`config.mk`:
```
export PLATFORM = sky130hd
export DESIGN_NAME = rom_load_sequencer
export DESIGN_NICKNAME = d
export VERILOG_FILES = /design/src/rtl/rom_load_sequencer.sv
export SDC_FILE = /design/constraint.sdc
export NUM_CORES = 1
export LEC_CHECK = 0
export CAP_MARGIN = 25
export CORE_UTILIZATION = 55
export DETAILED_ROUTE_END_ITERATION = 8
export GPL_ROUTABILITY_DRIVEN = 0
export HOLD_SLACK_MARGIN = 0.03
export PLACE_DENSITY = 0.81
export SLEW_MARGIN = 20
export SYNTH_ARGS = -nofsm -noshare
export SYNTH_HDL_FRONTEND = slang
export SYNTH_SLANG_ARGS = --single-unit
```
`constraint.sdc`:
```
create_clock -name clk -period 3.1 [get_ports clk]
set_input_delay 0.775 -clock clk [delete_from_list [all_inputs] [get_ports clk]]
set_output_delay 0.775 -clock clk [all_outputs]
set_load 0.05 [all_outputs]
```
`src/rtl/rom_load_sequencer.sv`:
```
// Loads one ROM slot from SD card sectors into cartridge RAM, holding the console
// CPU in reset until the whole slot has been written.
module rom_load_sequencer #(
  parameter logic [31:0] BASE_SECTOR    = 32'd0,
  parameter int          SECTOR_SHIFT   = 4,
  parameter logic [23:0] TIMEOUT_CYCLES = 24'd2000000,
  parameter logic [7:0]  RELEASE_CYCLES = 8'd16
) (
  input  logic                      clk,
  input  logic                      reset_n,
  input  logic                      do_load_rom,
  input  logic [15:0]               selected_rom,
  input  logic                      sd_initialized,
  output logic                      sd_rd_req,
  output logic [31:0]               sd_rd_sector,
  input  logic                      sd_rd_ack,
  input  logic                      sd_byte_valid,
  input  logic [7:0]                sd_byte,
  output logic                      ram_we,
  output logic [SECTOR_SHIFT+8:0]   ram_addr,
  output logic [7:0]                ram_data,
  output logic                      cpu_reset,
  output logic                      loading,
  output logic                      load_done,
  output logic                      load_error
);

  typedef enum logic [2:0] {
    S_IDLE, S_WAIT_SD, S_REQ, S_DATA, S_RELEASE, S_ERROR
  } state_t;

  state_t                    state_q;
  logic [15:0]               slot_q;
  logic                      pending_q;
  logic [31:0]               base_q;
  logic [SECTOR_SHIFT-1:0]   sec_q;
  logic [8:0]                byte_q;
  logic [23:0]               to_q;
  logic [7:0]                rel_q;
  logic                      sd_rd_req_q;
  logic [31:0]               sd_rd_sector_q;
  logic                      ram_we_q;
  logic [SECTOR_SHIFT+8:0]   ram_addr_q;
  logic [7:0]                ram_data_q;
  logic                      cpu_reset_q;
  logic                      loading_q;
  logic                      load_done_q;
  logic                      load_error_q;

  logic [31:0]               slot_base_d;
  logic [SECTOR_SHIFT-1:0]   sec_inc_d;
  logic [31:0]               next_sector_d;
  logic                      timeout_hit_d;

  // The running load keeps its own base so a newer request cannot disturb it.
  assign slot_base_d   = BASE_SECTOR + ({16'd0, slot_q} << SECTOR_SHIFT);
  assign sec_inc_d     = sec_q + SECTOR_SHIFT'(1);
  assign next_sector_d = base_q + 32'(sec_inc_d);
  assign timeout_hit_d = (to_q == TIMEOUT_CYCLES - 24'd1);

  always_ff @(posedge clk or negedge reset_n) begin
    if (!reset_n) begin
      state_q        <= S_IDLE;
      slot_q         <= '0;
      pending_q      <= 1'b0;
      base_q         <= '0;
      sec_q          <= '0;
      byte_q         <= '0;
      to_q           <= '0;
      rel_q          <= '0;
      sd_rd_req_q    <= 1'b0;
      sd_rd_sector_q <= '0;
      ram_we_q       <= 1'b0;
      ram_addr_q     <= '0;
      ram_data_q     <= '0;
      cpu_reset_q    <= 1'b1;
      loading_q      <= 1'b0;
      load_done_q    <= 1'b0;
      load_error_q   <= 1'b0;
    end else begin
      ram_we_q    <= 1'b0;
      load_done_q <= 1'b0;
      case (state_q)
        S_IDLE, S_ERROR: begin
          if (pending_q) begin
            pending_q    <= 1'b0;
            base_q       <= slot_base_d;
            load_error_q <= 1'b0;
            loading_q    <= 1'b1;
            cpu_reset_q  <= 1'b1;
            state_q      <= S_WAIT_SD;
          end
        end
        S_WAIT_SD: begin
          if (sd_initialized) begin
            sec_q          <= '0;
            byte_q         <= '0;
            to_q           <= '0;
            sd_rd_req_q    <= 1'b1;
            sd_rd_sector_q <= base_q;
            state_q        <= S_REQ;
          end
        end
        S_REQ: begin
          if (sd_rd_ack) begin
            sd_rd_req_q <= 1'b0;
            to_q        <= '0;
            state_q     <= S_DATA;
          end else if (timeout_hit_d) begin
            sd_rd_req_q  <= 1'b0;
            load_error_q <= 1'b1;
            loading_q    <= 1'b0;
            state_q      <= S_ERROR;
          end else begin
            to_q <= to_q + 24'd1;
          end
        end
        S_DATA: begin
          if (sd_byte_valid) begin
            ram_we_q   <= 1'b1;
            ram_data_q <= sd_byte;
            ram_addr_q <= {sec_q, byte_q};
            byte_q     <= byte_q + 9'd1;
            to_q       <= '0;
            if (&byte_q) begin
              if (&sec_q) begin
                rel_q   <= '0;
                state_q <= S_RELEASE;
              end else begin
                sec_q          <= sec_inc_d;
                sd_rd_req_q    <= 1'b1;
                sd_rd_sector_q <= next_sector_d;
                state_q        <= S_REQ;
              end
            end
          end else if (timeout_hit_d) begin
            load_error_q <= 1'b1;
            loading_q    <= 1'b0;
            state_q      <= S_ERROR;
          end else begin
            to_q <= to_q + 24'd1;
          end
        end
        S_RELEASE: begin
          if (rel_q == RELEASE_CYCLES - 8'd1) begin
            cpu_reset_q <= 1'b0;
            loading_q   <= 1'b0;
            load_done_q <= 1'b1;
            state_q     <= S_IDLE;
          end else begin
            rel_q <= rel_q + 8'd1;
          end
        end
        default: state_q <= S_IDLE;
      endcase
      // Placed last so a pulse coinciding with a load start is kept as the next request.
      if (do_load_rom) begin
        pending_q <= 1'b1;
        slot_q    <= selected_rom;
      end
    end
  end

  assign sd_rd_req    = sd_rd_req_q;
  assign sd_rd_sector = sd_rd_sector_q;
  assign ram_we       = ram_we_q;
  assign ram_addr     = ram_addr_q;
  assign ram_data     = ram_data_q;
  assign cpu_reset    = cpu_reset_q;
  assign loading      = loading_q;
  assign load_done    = load_done_q;
  assign load_error   = load_error_q;

endmodule

```
* After elaboration in Yosys (flattened, before gate mapping)
Index checks and enable logic that the tools add are counted.
Widths: inputs -> output; s select.
** Cells by class
- Multiplexer cells :: 57
- Bitwise logic cells :: 0
- $lt $le $gt $ge :: 0
- Multipliers :: 0
- Add/sub/neg operators :: 5
- Divide/modulo/power cells :: 0
- Equality and inequality tests :: 19
- Reductions and logical operators :: 22
- Shifts and indexed selects :: 0
** Operators by type and width (count)
- $mux 32 :: 4
- $mux 24 :: 4
- $pmux 24 s3 :: 1
- $pmux 32 s2 :: 1
- $mux 8 :: 4
- $add 24x1->24 const B :: 1
- $eq 24x21->1 const B :: 1
- $mux 3 :: 8
- $add 20x4->21 :: 1
- $mux 1 :: 21
- $ne 2x2->1 const B :: 10
- $mux 9 :: 2
- $pmux 9 s2 :: 1
- $mux 4 :: 4
- $pmux 8 s2 :: 1
- $pmux 3 s5 :: 1
- $reduce_and 5->1 :: 3
- $reduce_and 4->1 :: 3
- $add 9x1->9 const B :: 1
- $reduce_and 9->1 :: 1
- $add 8x1->8 const B :: 1
- $eq 8x4->1 const B :: 1
- $pmux 4 s2 :: 1
- $reduce_bool 2->1 :: 4
- other kinds (15) :: 23
** Storage, ports and cells
- Memories kept :: 0
- ROM bits :: 0
- Input bits :: 30
- Bits in writable memories :: 0
- Output and inout port bits :: 59
- Register bits :: 140
- Bits in latches :: 0
- Logic and storage cells :: 120

* Logic depth before layout (Yosys ltp)
Gate-level depths: netlist of the first run.
- Depth in word-level cells :: 6
- Mapped depth :: 9

* Worst setup path before layout of the first run
Ideal clock, no wire load.
- Path kind :: input -> register
- From :: in sd_byte_valid
- To :: reg to_q[0]
- Data arrival time :: 2126 ps
- Required time :: 2967 ps
- Cell stages on the path :: 5
- Setup slack :: 841 ps
- Path through :: clkbuf_1 > nand2_1 > a311oi_1 > clkbuf_1 > nor2_1
** On the way
- Longest elaborated chain between the ends :: 2
** RTL lines
- start: declaration :: line 17 : input logic sd_byte_valid,
- $mux 24 :: line 119 : if (sd_byte_valid) begin
- $pmux 24 s3 :: line 83 : case (state_q)
- end signal: assignment :: line 115 : to_q <= to_q + 24'd1;
- end signal: assignment :: line 141 : to_q <= to_q + 24'd1;
- end: declaration :: line 38 : logic [23:0] to_q;
No other way between the ends.
A chain may end at the register's enable or synchronous reset.

* Worst setup path in the final report of the first run
- From :: reg cpu_reset_q (netlist: cpu_reset)
- To :: out cpu_reset
** RTL lines
- start: declaration :: line 45 : logic cpu_reset_q;
- start signal: assignment :: line 76 : cpu_reset_q <= 1'b1;
- start signal: assignment :: line 90 : cpu_reset_q <= 1'b1;
- start signal: assignment :: line 146 : cpu_reset_q <= 1'b0;
- end: declaration :: line 22 : output logic cpu_reset,
No word-level cell between the ends.

==> results of run 1 <==
## per-stage QoR
step | hold WS [ps] | worst slack (ps)
6_report | 318 | 442
5_1_grt | 421 | 399
4_1_cts | 380 | 418
3_5_place_dp | 463 | 274
3_3_place_gp | 456 | 322
2_1_floorplan | 467 | 841
## routing by layer
metal / track usage, % / up-vias
li1: - / 2053
met1: 29.5 / 2180
met2: 42.7 / 169
met3: 7.83 / 21
met4: 10.8 / 0
met5: 0 / -
## power groups by stage
stage	Combinational (mW)	Sequential, mW	Clock (mW)
2_1_floorplan	0.506	2.90	0
3_3_place_gp	1.78	2.20	0
3_5_place_dp	1.83	2.22	0
4_1_cts	1.84	2.21	2.07
5_1_grt	1.93	2.25	2.15
6_report	1.83	2.20	2.05
## final timing paths
kind | startpoint | end | cells past startpoint
min in group clk | ram_addr[10]$_DFFE_PN0P_ | ram_addr[10]$_DFFE_PN0P_ | 2
setup reg to reg | to_q[15]$_DFFE_PN0P_ | to_q[1]$_DFFE_PN0P_ | 5
max in group asynchronous | reset_n | ram_data[2]$_DFFE_PN0P_ | 2
hold / removal | reset_n | ram_addr[5]$_DFFE_PN0P_ | 2
hold reg to reg | ram_addr[10]$_DFFE_PN0P_ | ram_addr[10]$_DFFE_PN0P_ | 2
setup / recovery | cpu_reset$_DFFE_PN1P_ | cpu_reset | 1
## state kept, by name, summed over array words and instances, names as in the netlist
register and cells:
sd_rd_sector 17, slot_q 16, sd_rd_req 1, to_q 24
state_q 3, byte_q 9, base_q 16, ram_data 8
sec_q 3, pending_q 1, rel_q 8, ram_addr 13
loading 1, load_error 1, load_done 1, ram_we 1
cpu_reset 1
## cells by family after synthesis
logic type | synth area share, %
flip-flops | 54.3
buffers and inverters | 4.51
AND/OR/NAND/NOR | 19.1
adder cells (fa/ha/maj) | 1.09
XOR/XNOR | 2.30
multiplexers | 9.82
AO/OA/AOI/OAI | 8.86
other | 0.0656
## area by class of cell
class,instances,area [um2],area share [%]
multi-input cells,384,2400,33.5
well taps,133,166,2.32
inverters,10,37.5,0.524
clock buffers,21,449,6.27
flip-flops and latches,124,3100,43.3
clock inverters,10,165,2.31
repair buffers,85,838,11.7
## layout by cell type (no fill, tap or decap), types with 2 or more instances in the layout
master,synthesis,layout
a21oi_1,25,25
a2bb2oi_1,3,3
and2_1,3,3
and3_1,3,3
and4_1,3,3
buf_4,13,9
bufinv_16,0,4
clkbuf_1,18,2
clkbuf_16,0,16
clkbuf_8,0,3
clkdlybuf4s50_1,0,75
clkinv_4,0,2
clkinvlp_4,0,3
conb_1,1,12
dfrtp_1,123,123
ha_1,5,5
inv_1,9,9
mux2_2,49,49
nand2_1,99,99
nand2b_1,2,2
nand3_1,22,22
nand4_1,10,10
nand4b_1,2,2
nor2_1,27,27
nor2b_1,2,2
nor3_1,9,9
nor3b_1,2,2
nor4_1,5,5
o21a_1,3,3
o21ai_0,13,13
o21ai_1,10,10
o22a_1,2,2
o22ai_1,4,4
o31ai_1,10,10
or2_2,4,4
or3_1,11,11
or4_1,7,7
xnor2_1,7,7
xor2_1,8,8
==> results.yml, run 1 <==
timing:
  worst_slew_pin_slew_ps: 832
  finalSetupViolations: 0
  hold_viol_final: 0
  fin_tns_setup_ps: 0
  finalCritPeriodShare_pct: 85.8
  max_freq_mhz: 376
  skew_ps: 8.42
  rsz0062_at_grt: "false"
  maxSlewHeadroom_pct: 44.4
  min_period_ps: 2660
  maxSlewViolCount: 0
drt:
  wl_met3_um: 856
  first_pass_iters: 5
  dr_wl_met2_mm: 6.44
  wl_met1_mm: 5.16
  viasPerCell: 5.77
  wl_per_cell_um: 16.5
  antenna_left: 0
  wl_mm: 12.7
  vias: 4423
  highest_layer: "met4"
  drt-initial-drc-count: 322
  drc: 0
global_route:
  grt_max_degree: 125
  grt_pass1_vias: 4522
  antenna_found_initial: 0
  grt_overflow: 0
  grt_first_pass_wirelength_mm: 21.5
  track_usage_pct: 25.2
floorplanning:
  coreArea_um2: 9910
  row_count: 36
  chipWidth_um: 104
  fp.dieH_um: 104
  initial_core_util_pct: 57.7
  io_pins: 89
  die_area_um2: 10800
clock_network:
  cts_setup_buffers: 0
  path_clk_slew_ps: 60
  clock_latency_ps: 520
  h-tree-depth: 4
  cts-buffers-inserted: 17
  cts_sinks: 124
  ctsResizeCount: 0
  cts_hold_buf: 0
  cts-root-buf: "clkbuf_8"
  clockBufferDepth: 2
  cts_tree: "built"
critical_path:
  arrival_ps: 1880
  cp_cell_sequence: "clkdlybuf4s50_1"
  critical_path.top_delay_family: "buffers and inverters"
  cp-end-kind: "output port"
  cpPeakStageDelay_ps: 830
  required_ps: 2320
  path_buf_inv: 1
  reg2reg_setup_slack_ps: 700
  startpoint_type: "register"
  crit_path_top_delay_cell: "clkdlybuf4s50_1"
  crit_path_max_fanout: 2
  criticalPathCategory: "reg2out"
logic_synthesis:
  netlist_area_um2: 5720
  synth_ff_type: "dfrtp_1"
  synthCells: 546
  yosysTopAreaCellShare_pct: 53.8
  seq_area_frac_synth_pct: 54.3
  async_reset_ff_share_pct: 100
  ys_top_cells_by_count: "dfrtp_1, nand2_1, mux2_2"
  yosys_warnings: 0
  synth_area_leaders: "dfrtp_1, mux2_2, nand2_1"
  synth.most_common_cell: "dfrtp_1"
  syn_area_per_cell_um2: 10.5
  synth-edff-count: 0
  yosys_register_bits: 124
  yosysTopAreaCell: "dfrtp_1"
  synth.distinct_cells: 61
placed_design:
  place_area_um2: 6550
  hpwl_mm: 7.87
  placed_cells: 736
  port_buffers: 76
layout:
  layout.cells.non_filler: 767
  fin_nets: 657
  fin_area_um2: 7160
  post-route-util_pct: 72.3
  area_delta_synth_final_pct: 25.3
  drive_gt1_share_pct: 15.8
  fillers: 704
  antenna_cells: 0
worst_hold_path:
  hp-class: "in2async"
power_and_ir_drop:
  pwr-share-clk_pct: 33.7
  finalPower_mw: 6.08
  combPwrFrac_pct: 30.0
  sw_frac_of_total_pct: 34.9
  switchingPower_mw: 2.12
  power.internal_mw: 3.96
  power_density_nw_per_um2: 849
  vdd_drop_max_mv: 0.501
  pwr-share-seq_pct: 36.2
  leakagePower_nw: 3.16
job:
  drv_cap: 0
status:
  outcome: "complete, no violations"
Note: power is estimated with default switching activity, not from simulation.
==> run 2, diff against run 1 <==
Settings changed: CTS_CLUSTER_DIAMETER from default to 150.
==> results of run 2 <==
Same layout as run 1: the final DEF is identical, and so are final timing and power.
